===== config.mk =====
export PLATFORM = sky130hd
export DESIGN_NAME = instr_assembler
export DESIGN_NICKNAME = d
export VERILOG_FILES = /design/src/rtl/instr_assembler.sv
export SDC_FILE = /design/constraint.sdc
export NUM_CORES = 1
export LEC_CHECK = 0
export CAP_MARGIN = 20
export CORE_MARGIN = 2
export CORE_UTILIZATION = 42
export CTS_BUF_LIST = sky130_fd_sc_hd__clkbuf_8
export CTS_CLUSTER_SIZE = 12
export DETAILED_ROUTE_END_ITERATION = 10
export PLACE_DENSITY_LB_ADDON = 0.2
export SYNTH_ARGS = -nofsm -noshare
export SYNTH_HDL_FRONTEND = slang
export SYNTH_SLANG_ARGS = --single-unit

===== constraint.sdc =====
create_clock -name clk -period 2.3 [get_ports clk]
set_input_delay 0.345 -clock clk [delete_from_list [all_inputs] [get_ports clk]]
set_output_delay 0.345 -clock clk [all_outputs]
set_load 0.02 [all_outputs]

===== src/rtl/instr_assembler.sv =====
// rtl/instr_assembler.sv - RV32I immediate packer with IMEM address stamping; checks enabled by ASM_RANGE_CHECK_EN
module instr_assembler #(
  parameter int ADDR_W = 8
) (
  input  logic              clk,
  input  logic              reset,
  input  logic              in_valid,
  output logic              in_ready,
  input  logic [2:0]        immsrc,
  input  logic [31:0]       imm,
  input  logic [31:0]       base,
  input  logic              addr_load,
  input  logic [ADDR_W-1:0] addr_load_val,
  output logic              out_valid,
  input  logic              out_ready,
  output logic [31:0]       out_data,
  output logic [ADDR_W-1:0] out_addr,
  output logic              err,
  output logic [2:0]        err_code,
  input  logic              err_clr
);

  logic [31:0]       packed_word;
  logic [2:0]        chk_code;
  logic              take;
  logic              good;
  logic [ADDR_W-1:0] cnt;

  // The output register can refill whenever it is empty or being drained this cycle
  assign in_ready = !out_valid || out_ready;
  assign take     = in_valid && in_ready;
  assign good     = take && (chk_code == 3'b000);

  // Overlay the immediate onto the template's format-specific fields
  always_comb begin
    packed_word = base;
    case (immsrc)
      3'b000: packed_word[31:20] = imm[11:0];
      3'b001: begin
        packed_word[31:25] = imm[11:5];
        packed_word[11:7]  = imm[4:0];
      end
      3'b010: begin
        packed_word[31]    = imm[12];
        packed_word[30:25] = imm[10:5];
        packed_word[11:8]  = imm[4:1];
        packed_word[7]     = imm[11];
      end
      3'b011: begin
        packed_word[31]    = imm[20];
        packed_word[30:21] = imm[10:1];
        packed_word[20]    = imm[11];
        packed_word[19:12] = imm[19:12];
      end
      3'b100: packed_word[31:12] = imm[31:12];
      default: packed_word = base;
    endcase
  end

`ifdef ASM_RANGE_CHECK_EN
  // Classify the offered immediate; the highest-priority fault is reported
  always_comb begin
    chk_code = 3'b000;
    if (immsrc > 3'b100) begin
      chk_code = 3'b100;
    end else if ((immsrc == 3'b010 || immsrc == 3'b011) && imm[0]) begin
      chk_code = 3'b010;
    end else if (immsrc == 3'b100 && imm[11:0] != 12'd0) begin
      chk_code = 3'b011;
    end else begin
      case (immsrc)
        3'b000, 3'b001: if (!(&imm[31:11] || ~|imm[31:11])) chk_code = 3'b001;
        3'b010:         if (!(&imm[31:12] || ~|imm[31:12])) chk_code = 3'b001;
        3'b011:         if (!(&imm[31:20] || ~|imm[31:20])) chk_code = 3'b001;
        default:        chk_code = 3'b000;
      endcase
    end
  end

  // Sticky error: first code is kept until cleared; a new error beats a same-cycle clear
  always_ff @(posedge clk) begin
    if (reset) begin
      err      <= 1'b0;
      err_code <= 3'b000;
    end else if (take && chk_code != 3'b000) begin
      err <= 1'b1;
      if (!err || err_clr) err_code <= chk_code;
    end else if (err_clr) begin
      err      <= 1'b0;
      err_code <= 3'b000;
    end
  end
`else
  logic unused_err_clr;

  assign chk_code       = 3'b000;
  assign err            = 1'b0;
  assign err_code       = 3'b000;
  assign unused_err_clr = err_clr;
`endif

  // Output register: load a good word when there is room, otherwise hold
  always_ff @(posedge clk) begin
    if (reset) begin
      out_valid <= 1'b0;
      out_data  <= 32'd0;
      out_addr  <= '0;
    end else if (in_ready) begin
      out_valid <= good;
      if (good) begin
        out_data <= packed_word;
        out_addr <= addr_load ? addr_load_val : cnt;
      end
    end
  end

  // IMEM address counter; a load overrides the increment and the accepted word uses the loaded value
  always_ff @(posedge clk) begin
    if (reset) begin
      cnt <= '0;
    end else if (addr_load) begin
      cnt <= addr_load_val + ADDR_W'(good);
    end else if (good) begin
      cnt <= cnt + ADDR_W'(1);
    end
  end

endmodule


Word-level counts from Yosys, hierarchy flattened --
Cells that the tools add are included.
Word-level totals: flip-flop bits (word level) 49, input port bits 81, output and inout bits 46, logic and storage cells 25
Cells by class: $add $sub $neg 2, equality and inequality tests 4, multiplexer cells 7, reductions and logical operators 8
Operator list (count):
- 8-bit 2-to-1 mux | 4
- 7-bit case mux with 4 select lines | 1
- 5-bit case mux with 3 select lines | 1
- 5-bit case mux with 2 select lines | 1
- 8-bit by 1-bit adder with 8-bit output | 1
- 8-bit by 1-bit adder with 8-bit output, second input constant | 1
- 3-bit by 2-bit == test with 1-bit output, second input constant | 2
- 2-bit OR reduction | 2
- 3-bit by 1-bit == test with 1-bit output, second input constant | 1
- 3-bit == test, second input constant | 1
- 3-bit zero test | 1
- 2-bit AND reduction | 1
- 2-bit nonzero test | 1
- 1-bit logical AND | 1
- 1-bit zero test | 1
- 1-bit logical OR | 1

Depth between registers and ports, before layout --
Gate-level depths: netlist of the first run.
depth in word-level cells 5, gate-level depth with buffers 11, gate-level depth less buffers 10

Worst setup path before layout of the first run --
Ideal clock, no wire load.
path type flip-flop to flip-flop, from register out_valid, to register cnt[6], library setup time 0.086 ns, arrival time 2.057 ns, data required time 2.214 ns, path slack 0.157 ns, stages on the path, launching flop included 12, buffers on the path 1, period minus slack after synthesis 2.143 ns, cell sequence dfxtp_1 -> nor2b_4 -> inv_1 -> nand2_1 -> inv_2 -> buf_2 -> ha_1 -> ha_1 -> inv_1 -> nor2_1 -> xnor2_1 -> a211oi_1
Between the ends: longest elaborated chain between the ends 5, elaborated cells on any way between the ends 6, classes of those cells add/sub (1); mux (1); reduce/logical (4)
Ends and longest elaborated chain:
- start, declared | line 14 | output logic out_valid,
- start signal, assigned | line 109 | out_valid <= good;
- 1-bit zero test * | line 30 | assign in_ready = !out_valid || out_ready;
- 1-bit logical OR * | line 30
- named net in_ready | line 8 | output logic in_ready,
- 1-bit logical AND * | line 31 | assign take = in_valid && in_ready;
- named net good | line 26 | logic good;
- 8-bit by 1-bit adder with 8-bit output | line 122 | cnt <= addr_load_val + ADDR_W'(good);
- 8-bit 2-to-1 mux | line 121 | end else if (addr_load) begin
- end signal, assigned | line 122
- end signal, assigned | line 124 | cnt <= cnt + ADDR_W'(1);
- end, declared | line 27 | logic [ADDR_W-1:0] cnt;
The timed path passes the listed nets; every way through them passes the cells marked *. A chain may end at the register's enable or synchronous reset.

Worst setup path after layout of the first run --
from input port out_ready, to output port in_ready
Between the ends: longest elaborated chain between the ends 1
Ends and longest elaborated chain:
- start, declared | line 15 | input logic out_ready,
- 1-bit logical OR | line 30
- end, declared | line 8
No other way between the ends.

==> reports/metrics.cfg, run 1 <==
[outcome]
outcome = completed

[flow_run]
cap_violations = 0

[pwr]
total_power_mw = 2.20
intPower_mw = 1.57
p_leak_nw = 1.49
power_switching_uw = 629
clkPwrFrac_pct = 28.4
comb_power_share_pct = 28.1
pwr_density_cell_nw_per_um2 = 550
sequentialPowerShare_pct = 43.5
netSwitchingFraction_pct = 28.7
peakVddDrop_uv = 329

[route]
postRouteWirelength_mm = 7.07
dr.pass1.iters = 5
wl_per_cell_um = 14.2
vias_per_cell = 5.37
vias = 2675
post-route-drc-count = 0
drtAntennaViolNets = 0
drtIter0Drc = 78

[grt]
grt_pass1_vias = 2564
gr-total-overflow = 0
grt_pass1_wl_mm = 11.8
antenna_found_initial = 0
grt_util_all_layers_pct = 20.3
grt_max_degree = 61

[yosys]
synth_edf_count = 0
syn_avg_cell_area_um2 = 8.60
synthCells = 307
async_flop_share_pct = 0
yosysUniqueCellTypes = 45
seq_area_frac_synth_pct = 37.2
yosysWarnings = 0
syn-cell-area_um2 = 2640
synth-seq-cells = 49
synth_top_flop_cell = dfxtp_1

[floorplanning]
fp.coreArea_um2 = 5990
pin_count = 127
start_util_pct = 44.1
die_w_um = 83.3
dieArea_um2 = 6940
fp.dieH_um = 83.3
rows = 28

[clock_network]
clk_latency_ps = 300
cts_buffers = 5
cts.reportedPaths.clkPinSlew_ps = 90
cts_hold_buf = 0
cts_resized = 0
cts_root_buf = clkbuf_8
clock_sinks = 49
post_cts_buffers = 0
ctsHtreeMaxLevel = 2
cts_buffer_depth = 2
tritoncts = yes

[critical_path]
path_common_cell = clkdlybuf4s50_1
required_ps = 1960
cp_max_fo = 6
cp_data_arrival_time_ps = 1700
cp-start-kind = input pin
critPathSlowestCell = clkdlybuf4s50_1
crit_path_end_kind = primary output
critPathMaxStageDelay_ps = 530
path_cells = clkdlybuf4s50_1 -> nor2b_4 -> inv_1 -> buf_4 -> clkdlybuf4s50_1
crit_type = in -> out

[finish]
syn_to_final_growth_pct = 51.0
final.fill_count = 531
design_area_um2 = 3990
diodes = 0
nets = 506
drive_gt1_share_pct = 6.38
final_util_pct = 66.6

[timing]
worst_pin_slew_ps = 571
finalCritPeriodShare_pct = 89.1
min_period_ps = 2050
totalNegativeSetupSlack_ps = 0
hold_viol = 0
fin_hold_ws_ps = 464
rsz0062_at_grt = false
max_slew_margin_pct = 61.9
fmax_mhz = 488
finalSetupViolations = 0
drv_slew = 0
skew_ps = 8.48

[placement]
io_buffers = 121
gp_congestion = 0.790
hpwlAfterDp_mm = 5.36
placed_cell_area_um2 = 3880

[hold_path]
hold_class = reg -> reg

registers in the layout (all words and copies together) (netlist names):
register and count:
out_data 32, out_addr 8, cnt 8, out_valid 1
routing by layer:
layer	share of wire, %	up-vias	GRT usage, %	wire length (um)
li1	-	1337	-	-
met1	44	1229	25.7	3120
met2	48	101	34.2	3370
met3	7.0	8	5.67	493
met4	1.1	0	4.77	78
met5	0	-	0	0
placed cells by master (no fill, tap or decap), drive strengths merged, types with 3 or more instances in the layout:
master         instances
clkdlybuf4s50        120
dfxtp                 49
nor2                  40
nand2                 32
mux2i                 27
a211oi                19
a21oi                 15
buf                   12
o21ai                 11
a311oi                11
a2111oi                6
inv                    6
xnor2                  6
a31o                   6
nor3                   5
nand3                  5
clkbuf                 5
nor2b                  5
nand4                  4
xor2                   4
nand2b                 4
conb                   4
nand3b                 3
o221ai                 3
ha                     3
cell type report:
class	instances	area, um2	share of cell area, %
clock buffers	5	68.8	1.73
multi-input cells	228	1490	37.4
flip-flops and latches	49	981	24.6
well taps	75	93.8	2.35
inverters	6	22.5	0.565
repair buffers	132	1290	32.3
clock inverters	3	42.5	1.07
worst paths after layout:
| kind | slack, ps | cells past startpoint | to | from |
|---|---|---|---|---|
| worst max-delay path | 250 | 5 | in_ready | out_ready |
| worst min-delay path | 460 | 2 | out_data[1]$_SDFFE_PP0P_ | out_data[1]$_SDFFE_PP0P_ |
| worst max register to register | 520 | 10 | cnt[6]$_SDFFE_PP0P_ | out_valid$_SDFFE_PP0N_ |
| worst min register to register | 460 | 2 | out_data[1]$_SDFFE_PP0P_ | out_data[1]$_SDFFE_PP0P_ |
kinds of logic after synthesis:
family	Yosys count	synth area share [%]
AO/OA/AOI/OAI	77	20.8
AND/OR/NAND/NOR	107	19.4
flip-flops	49	37.2
multiplexers	27	10.2
other	1	0.142
buffers and inverters	33	6.82
adder cells (fa/ha/maj)	3	1.42
XOR/XNOR	10	4.03
critical path, delay by kind of cell:
kind | cells | cell delay (ps)
buffers and inverters | 4 | 1190
and+or+nand+nor | 1 | 170
power groups by stage:
stage	combinational [mW]	clock, mW	sequential (mW)
after global routing	0.666	0.676	0.966
after global placement	0.611	0	0.973
after floorplan	0.251	0	1.04
final	0.617	0.623	0.955
after CTS	0.621	0.633	0.956
after detailed placement	0.619	0	0.976
cells in the mapped netlist, types with 2 or more instances:
cell type / instances / area share [%]
a21oi_1: 15 / 2.8
nand2_1: 32 / 4.5
buf_4: 6 / 1.7
nand2b_1: 4 / 0.95
a2111oi_0: 6 / 2.0
nor3b_1: 2 / 0.57
nand3_1: 5 / 0.95
buf_2: 9 / 1.7
mux2i_1: 27 / 10
nor2_1: 38 / 5.4
nand3b_1: 3 / 0.85
a31o_1: 3 / 1.0
dfxtp_1: 49 / 37
xor2_1: 4 / 1.3
o21ai_0: 11 / 2.1
buf_6: 3 / 1.3
a31o_2: 3 / 1.0
ha_1: 3 / 1.4
clkbuf_1: 9 / 1.3
nand4_1: 4 / 0.95
nor3_1: 5 / 0.95
inv_1: 4 / 0.57
xnor2_1: 5 / 1.7
o221ai_1: 3 / 1.0
o31ai_1: 2 / 0.57
a211oi_1: 19 / 5.4
nor2b_1: 4 / 0.95
nor2_4: 2 / 0.85
a311oi_1: 11 / 3.6
metrics by stage:
step / setup slack, ps / instances
after global placement: 164 / 490
after CTS: 245 / 498
after global routing: 185 / 498
final: 250 / 498
after floorplan: 157 / 310
after detailed placement: 97.1 / 490
No activity file was read; power rests on OpenSTA's default activity.
==> inputs of run 2 (changes only) <==
- CTS_BUF_LIST: sky130_fd_sc_hd__clkbuf_8 -> sky130_fd_sc_hd__clkbuf_2
==> reports/metrics.cfg, run 2 (same netlist as run 1, synthesis figures left out) <==
[finish]
largest_reg_flops = 32
syn_to_final_growth_pct = 49.4
design_area_um2 = 3950
final_cell_mix = clkdlybuf4s50_1 (120), dfxtp_1 (49), nor2_1 (38), nand2_1 (32), mux2i_1 (27)
diodes = 0
reg_top3 = out_data (32), cnt (8), out_addr (8)
fin_cells = 498
nets = 506
layout_commonest_cell = clkdlybuf4s50_1
regMostFlops = out_data
drive_gt1_share_pct = 6.62

[pwr]
netSwitchingFraction_pct = 30.2
intPower_mw = 1.44
power_switching_uw = 621
clkPwrFrac_pct = 23.5
peakVddDrop_uv = 275
p_leak_nw = 1.48
comb_power_share_pct = 30.0
sequentialPowerShare_pct = 46.6
pwr_density_cell_nw_per_um2 = 522

[route]
drtAntennaViolNets = 0
wl_per_cell_um = 14.2
drtIter0Drc = 68
dr.pass1.iters = 4
post-route-drc-count = 0
vias_per_cell = 5.31
postRouteWirelength_mm = 7.08
vias = 2643

[grt]
grt_max_degree = 61
antenna_found_initial = 0
grt_pass1_wl_mm = 11.8
grt_pass1_vias = 2570
grt_util_all_layers_pct = 20.3
gr-total-overflow = 0

[flow_run]
cap_violations = 0

[critical_path]
path_cells = nor2b_4 -> inv_1 -> buf_4 -> clkdlybuf4s50_1
r2r_start = out_valid$_SDFFE_PP0N_
startpoint = out_valid$_SDFFE_PP0N_
required_ps = 1960
cp-start-kind = flop
crit_path_end_kind = primary output
critPathSlowestCell = clkdlybuf4s50_1
r2r_cells = 10
cp_data_arrival_time_ps = 1770
crit_type = reg -> out
cp_max_fo = 6
critPathMaxStageDelay_ps = 530

[clock_network]
tritoncts = yes
cts.reportedPaths.clkPinSlew_ps = 270
cts_buffer_depth = 2
clk_latency_ps = 430
ctsHtreeMaxLevel = 2
cts_buffers = 5
cts_resized = 0
clock_sinks = 49
post_cts_buffers = 0
cts_hold_buf = 0
cts_root_buf = clkbuf_2

[timing]
totalNegativeSetupSlack_ps = 0
fin_hold_ws_ps = 368
drv_slew = 0
skew_ps = 28.0
finalSetupViolations = 0
fmax_mhz = 472
hold_viol = 0
worst_pin_slew_ps = 566
finalCritPeriodShare_pct = 92.2
max_slew_margin_pct = 62.2
rsz0062_at_grt = false
min_period_ps = 2120

[hold_path]
hold_class = in -> reg
min_from = reset
worstHoldPathCells = 2

[floorplanning]
rows = 28
dieArea_um2 = 6940
pin_count = 127
start_util_pct = 44.1
fp.dieH_um = 83.3
fp.coreArea_um2 = 5990
die_w_um = 83.3

[placement]
placed_cell_area_um2 = 3880
io_buffers = 121
hpwlAfterDp_mm = 5.36
gp_congestion = 0.790
dp_cells = 490

[outcome]
outcome = completed

## run 2: cell types whose count changed in the layout (fill, tap and decap cells not counted)
cell      previous run  this run
inv_1                5         4
clkbuf_8             5         0
clkbuf_2             0         6
## run 2: final cells by class
cell class / instances / area [um2]
clock inverters: 2 / 38.8
flip-flops and latches: 49 / 981
multi-input cells: 228 / 1490
well taps: 75 / 93.8
repair buffers: 132 / 1290
clock buffers: 6 / 30.0
inverters: 6 / 22.5
fillers: 537 / 2050
## run 2: per-layer routing
metal / global-route usage, % / part of all wire (%)
met5: 0 / 0
met3: 5.37 / 6.4
met4: 5.22 / 1.1
met2: 34.2 / 47
met1: 25.6 / 45
## run 2: path summary, 6_finish.rpt
kind / endpoint / slack (ps)
setup reg to reg: cnt[6]$_SDFFE_PP0P_ / 500
setup / recovery: in_ready / 180
hold reg to reg: out_data[4]$_SDFFE_PP0P_ / 470
hold / removal: out_data[0]$_SDFFE_PP0P_ / 370
## run 2: critical path: cells and delay by family, from the launching register on
family / cells / cell delay, ps
buf+inv: 3 / 750
flops: 1 / 400
simple gates: 1 / 200
## run 2: power by group through the flow
stage | registers, mW | logic [mW] | clock network [mW]
floorplan | 1.04 | 0.251 | 0
global placement | 0.973 | 0.611 | 0
detailed placement | 0.976 | 0.619 | 0
CTS | 0.959 | 0.621 | 0.493
global route | 0.970 | 0.666 | 0.527
finish | 0.959 | 0.616 | 0.483
## run 2: stage by stage
step           power, mW  utilization [%]  worst slack, ps
2_1_floorplan       1.29                -              157
3_3_place_gp        1.58             64.7              164
3_5_place_dp        1.59             64.7             97.1
4_1_cts             2.07             65.9              157
5_1_grt             2.16             65.9             61.8
6_report            2.06             65.9              180
